### src/rtl/tinynpu_layer_ctrl.sv
// rtl/tinynpu_layer_ctrl.sv - multi-layer load/MAC/drain/output sequencer for the TinyNPU datapath
module tinynpu_layer_ctrl #(
  parameter int SIZE    = 4,
  parameter int MAC_LAT = 3,
  parameter int LAYER_W = 4
) (
  input  logic                    clk,
  input  logic                    rst,
  input  logic                    d2c_x_load_val,
  input  logic                    d2c_w_load_val,
  input  logic [$clog2(SIZE)-1:0] d2c_w_load_sel,
  input  logic                    d2c_mac_val,
  input  logic [LAYER_W-1:0]      d2c_num_layers,
  input  logic                    d2c_x_fifo_empty,
  input  logic [SIZE-1:0]         d2c_w_fifo_empty,
  input  logic                    d2c_ostream_rdy,
  output logic                    c2d_x_sel,
  output logic                    c2d_x_fifo_wen,
  output logic [SIZE-1:0]         c2d_w_fifo_wen,
  output logic                    c2d_istream_val,
  output logic                    c2d_x_fifo_ren,
  output logic                    c2d_w_fifo_ren,
  output logic                    c2d_ostream_req,
  output logic                    c2d_acc_clr,
  output logic                    c2d_done,
  output logic [LAYER_W-1:0]      c2d_layer_idx,
  output logic [2:0]              trace_state
);

  localparam int SEL_W = $clog2(SIZE);
  localparam int CNT_W = (MAC_LAT > 1) ? $clog2(MAC_LAT) : 1;

  typedef enum logic [2:0] {
    ST_LOAD  = 3'd0,
    ST_MAC   = 3'd1,
    ST_DRAIN = 3'd2,
    ST_OUT   = 3'd3,
    ST_DONE  = 3'd4
  } state_t;

  state_t             state_q, state_d;
  logic [LAYER_W-1:0] layer_idx_q, layer_idx_d;
  logic [LAYER_W-1:0] num_layers_q, num_layers_d;
  logic [CNT_W-1:0]   drain_cnt_q, drain_cnt_d;
  logic               all_empty, any_empty;

  always_ff @(posedge clk) begin
    if (rst) begin
      state_q      <= ST_LOAD;
      layer_idx_q  <= '0;
      num_layers_q <= LAYER_W'(1);
      drain_cnt_q  <= '0;
    end else begin
      state_q      <= state_d;
      layer_idx_q  <= layer_idx_d;
      num_layers_q <= num_layers_d;
      drain_cnt_q  <= drain_cnt_d;
    end
  end

  assign all_empty = d2c_x_fifo_empty & (&d2c_w_fifo_empty);
  assign any_empty = d2c_x_fifo_empty | (|d2c_w_fifo_empty);

  always_comb begin
    state_d         = state_q;
    layer_idx_d     = layer_idx_q;
    num_layers_d    = num_layers_q;
    drain_cnt_d     = drain_cnt_q;
    c2d_x_sel       = 1'b0;
    c2d_x_fifo_wen  = 1'b0;
    c2d_w_fifo_wen  = '0;
    c2d_istream_val = 1'b0;
    c2d_x_fifo_ren  = 1'b0;
    c2d_w_fifo_ren  = 1'b0;
    c2d_ostream_req = 1'b0;
    c2d_acc_clr     = 1'b0;
    c2d_done        = 1'b0;

    case (state_q)
      ST_LOAD: begin
        c2d_x_sel      = (layer_idx_q != '0);
        c2d_x_fifo_wen = d2c_x_load_val;
        for (int i = 0; i < SIZE; i++) begin
          c2d_w_fifo_wen[i] = d2c_w_load_val && (d2c_w_load_sel == SEL_W'(i));
        end
        if (d2c_mac_val) begin
          state_d = ST_MAC;
          // Layer count is latched only at the start of the first layer.
          if (layer_idx_q == '0) begin
            num_layers_d = (d2c_num_layers == '0) ? LAYER_W'(1) : d2c_num_layers;
          end
        end
      end
      ST_MAC: begin
        if (!any_empty) begin
          c2d_istream_val = 1'b1;
          c2d_x_fifo_ren  = 1'b1;
          c2d_w_fifo_ren  = 1'b1;
        end else if (all_empty) begin
          state_d     = ST_DRAIN;
          drain_cnt_d = '0;
        end
      end
      ST_DRAIN: begin
        drain_cnt_d = drain_cnt_q + 1'b1;
        if (drain_cnt_q == CNT_W'(MAC_LAT - 1)) begin
          state_d = ST_OUT;
        end
      end
      ST_OUT: begin
        c2d_ostream_req = 1'b1;
        if (d2c_ostream_rdy) begin
          c2d_acc_clr = 1'b1;
          if (({1'b0, layer_idx_q} + 1'b1) < {1'b0, num_layers_q}) begin
            layer_idx_d = layer_idx_q + 1'b1;
            state_d     = ST_LOAD;
          end else begin
            state_d = ST_DONE;
          end
        end
      end
      ST_DONE: begin
        c2d_done    = 1'b1;
        layer_idx_d = '0;
        state_d     = ST_LOAD;
      end
      default: state_d = ST_LOAD;
    endcase

    // Reset silences every strobe even when the old state would assert one.
    if (rst) begin
      c2d_x_sel       = 1'b0;
      c2d_x_fifo_wen  = 1'b0;
      c2d_w_fifo_wen  = '0;
      c2d_istream_val = 1'b0;
      c2d_x_fifo_ren  = 1'b0;
      c2d_w_fifo_ren  = 1'b0;
      c2d_ostream_req = 1'b0;
      c2d_acc_clr     = 1'b0;
      c2d_done        = 1'b0;
    end
  end

  assign c2d_layer_idx = layer_idx_q;
  assign trace_state   = state_q;

endmodule

### config.mk
export PLATFORM = sky130hd
export DESIGN_NAME = tinynpu_layer_ctrl
export DESIGN_NICKNAME = d
export VERILOG_FILES = /design/src/rtl/tinynpu_layer_ctrl.sv
export SDC_FILE = /design/constraint.sdc
export NUM_CORES = 1
export LEC_CHECK = 0
export ABC_CLOCK_PERIOD_IN_PS = 1800
export CAP_MARGIN = 20
export CELL_PAD_IN_SITES_DETAIL_PLACEMENT = 0
export CELL_PAD_IN_SITES_GLOBAL_PLACEMENT = 2
export CORE_MARGIN = 3
export CORE_UTILIZATION = 20
export CTS_BUF_LIST = sky130_fd_sc_hd__clkbuf_4 sky130_fd_sc_hd__clkbuf_8 sky130_fd_sc_hd__clkbuf_16
export CTS_CLUSTER_DIAMETER = 40
export DETAILED_ROUTE_END_ITERATION = 10
export PLACE_DENSITY = 0.81
export SLEW_MARGIN = 25
export SYNTH_ARGS = -nofsm -noshare
export SYNTH_HDL_FRONTEND = slang
export SYNTH_SLANG_ARGS = --single-unit
### constraint.sdc
create_clock -name clk -period 1.8 [get_ports clk]
set_input_delay 0.36 -clock clk [delete_from_list [all_inputs] [get_ports clk]]
set_output_delay 0.36 -clock clk [all_outputs]
set_load 0.1 [all_outputs]
==> run_results.csv <==
group,metric,value,unit
logic_synthesis,ys_seq_elements,13,
timing,timing.hold.ws,496,ps
route,drc,0,
floorplanning,core,0.00406,sq mm
outcome,violations,"negative setup slack",
timing,hold_viol,0,
logic_synthesis,ys_async_sr_fraction,0,%
floorplanning,ios,36,
logic_synthesis,synth_top_cell_by_area,"dfxtp_1",
global_routing,grt_pass1_wl,4470,microns
critical_path,end_kind,"register",
power_and_ir_drop,switching_share,29.8,%
floorplanning,dieHeight,71.5,microns
global_routing,grtUsageTotal,10.7,%
layout,final_common_cell,"buf_4",
power_and_ir_drop,internal-power,0.538,mW
logic_synthesis,yosysWarnings,0,
layout,multiInputGateArea,726,sq um
clock_network,cts_inserted_buffers,3,
logic_synthesis,yosys.area.top_type_share,30.4,%
critical_path,worstPathRequired,1970,ps
logic_synthesis,synth-edff-count,0,
layout,n_antenna_cell,0,
critical_path,path_cells,"nand3_4, xnor2_4, ha_2, a31o_1, or3_4, or4b_1, o21ai_1",
clock_network,cts-hold-fix-buffers,0,
critical_path,r2r_slack,-180,ps
timing,worstMarginPinSlew,368,ps
logic_synthesis,syn_inst,108,
power_and_ir_drop,ir_drop,0.319,mV
logic_synthesis,syn_area,857,sq um
power_and_ir_drop,power.static_leakage,0.755,nW
global_routing,antenna_found_initial,0,
critical_path,start_kind,"register",
placement,io_buffers,35,
layout,mostFrequentLayoutCells,"buf_4 (27), buf_12 (19), clkdlybuf4s50_1 (11), nand2_1 (10), nor2_1 (10)",
timing,slew_headroom,75.4,%
logic_synthesis,synth_fp_nets,131,
outcome,status,"finished with violations",
power_and_ir_drop,combPwrFrac,26.3,%
global_routing,grt_pass1_vias,1014,
route,viasPerCell,4.53,
floorplanning,start_util,21.1,%
timing,fmax,0.504,GHz
route,dr_total_vias,993,
timing,drv_slew,0,
global_routing,grt_max_degree,15,
timing,post-route-period-util,110,%
floorplanning,die_area,0.00511,sq mm
critical_path,path_delay_family,"simple AND/OR/NAND/NOR gates",
critical_path,path_class,"reg2reg",
placement,place.gp.congestion,0.783,
layout,area_delta_synth_final,120,%
clock_network,cts_sinks,13,
critical_path,arrival,2150,ps
critical_path,critPathMaxFanout,5,
worst_hold_path,min_path_type,"reg2reg",
power_and_ir_drop,powerDensity,407,mW/mm^2
route,wl_per_cell,12.3,microns
timing,finalSetupTns,-541,ps
logic_synthesis,syn_avg_cell_area,7.94,sq um
power_and_ir_drop,power_frac_seq,39.4,%
layout,seq_area,284,sq um
layout,fillCellCount,388,
power_and_ir_drop,p_clk_share,34.3,%
placement,dp.final_hpwl,2030,microns
clock_network,clk_pin_slew,60,ps
logic_synthesis,synth.area.top_cells,"dfxtp_1 (30%), ha_1 (8.8%), nor2_1 (7.0%)",
timing,setup_viol_count_final,5,
clock_network,clk_path_buf_depth,2,
flow_run,maxCapViolCount,0,
placement,place_inst,206,
timing,fin_crit,1980,ps
layout,fin_nets,193,
route,antenna_left,0,
layout,drive_gt1_share,50.9,%
layout,finalNonFillerCells,219,
clock_network,htree_num_levels,1,
clock_network,clk_latency,240,ps
route,first_pass_iters,4,
floorplanning,fp-row-count,23,
critical_path,path_buf_inv,0,
clock_network,cts_tree,"yes",
global_routing,grt_overflow,0,
logic_synthesis,ys_seq_area_share,30.4,%
logic_synthesis,synth-main-ff-cell,"dfxtp_1",
critical_path,critPathMaxStageDelay,500,ps
route,routed_wl,2700,microns
route,drt_iter0_drc,12,
placement,placed_cell_area,0.00171,sq mm
logic_synthesis,synth_cell_types,36,
timing,rsz0062_at_grt,"true",
timing,skew,3.77,ps
layout,final_util,46.4,%
layout,final_cell_area,0.00188,sq mm
critical_path,slowest_stage,"or4b_1",
floorplanning,die_w,71.5,microns
power_and_ir_drop,p_switching,0.228,mW
clock_network,cts-root-buf,"clkbuf_8",
timing,setup_slack,-184,ps
==> worst min-delay path, stage by stage, from the launching register on <==
cell and delay, ps:
dfxtp_1 320, mux2i_1 70, nor2_1 70
==> logic make-up (layout without fill, tap and decap cells) <==
kind of cell / Yosys count / count (layout) / share of synthesized area [%]
AOI/OAI and AO/OA: 19 / 19 / 14.6
xor gates and xnor gates: 2 / 2 / 2.04
adders and majority gates: 6 / 6 / 8.76
buffers and inverters: 12 / 73 / 6.57
DFF: 13 / 13 / 30.4
muxes: 5 / 5 / 5.84
and+or+nand+nor: 51 / 51 / 31.8
==> path summary, 6_finish.rpt <==
kind	cells after the start	end	start
min reg2reg	2	num_layers_q[1]	num_layers_q[1]
min	2	num_layers_q[1]	num_layers_q[1]
max reg2reg	7	c2d_layer_idx[0]	c2d_layer_idx[0]
max	7	c2d_layer_idx[0]	c2d_layer_idx[0]
==> Yosys cell counts, types with 3 or more instances <==
cell	n
a21oi_1	3
and3_1	4
buf_4	3
clkbuf_1	3
dfxtp_1	13
ha_1	6
inv_1	6
mux2i_1	5
nand2_1	11
nor2_1	16
nor3_1	3
nor3b_1	4
o21ai_0	5
==> timing repair <==
item,CTS,global route
endpoints found under the hold margin,0,0
buffers inserted,4,5
endpoints found under the setup margin,16,13
resized for setup,14,3
pin swaps,8,4
==> flip-flops by register name, indices dropped and copies added, names as in the netlist <==
name / count
drain_cnt_q: 2
trace_state: 3
num_layers_q: 4
c2d_layer_idx: 4
==> layout make-up <==
| class | instances | share of cell area [%] |
|---|---|---|
| multi-input cells | 83 | 38.5 |
| clock inverters | 1 | 0.266 |
| clock buffers | 3 | 2.19 |
| well taps | 50 | 3.32 |
| repair buffers | 63 | 39.4 |
| inverters | 6 | 1.20 |
| flip-flops and latches | 13 | 15.1 |
==> through the flow <==
stage	setup slack [ps]	power (mW)
final	-184	0.766
after global routing	-282	0.804
after floorplan	-363	0.410
after detailed placement	-240	0.505
after global placement	-227	0.502
after CTS	-169	0.772
==> routing by layer <==
metal	vias to the layer above	share of wire, %	GRT usage, %
met1	452	43	12.8
li1	499	-	-
met2	38	48	18.8
met5	-	0	0
met3	4	7.1	2.10
met4	0	1.3	3.97
==> power by group through the flow <==
stage | Clock [mW] | Sequential (mW) | Combinational [mW]
after floorplan | 0 | 0.314 | 0.0953
after global placement | 0 | 0.307 | 0.194
after detailed placement | 0 | 0.308 | 0.197
after CTS | 0.272 | 0.302 | 0.198
after global routing | 0.286 | 0.303 | 0.215
final | 0.263 | 0.302 | 0.201
No activity file was read; power rests on OpenSTA's default activity.
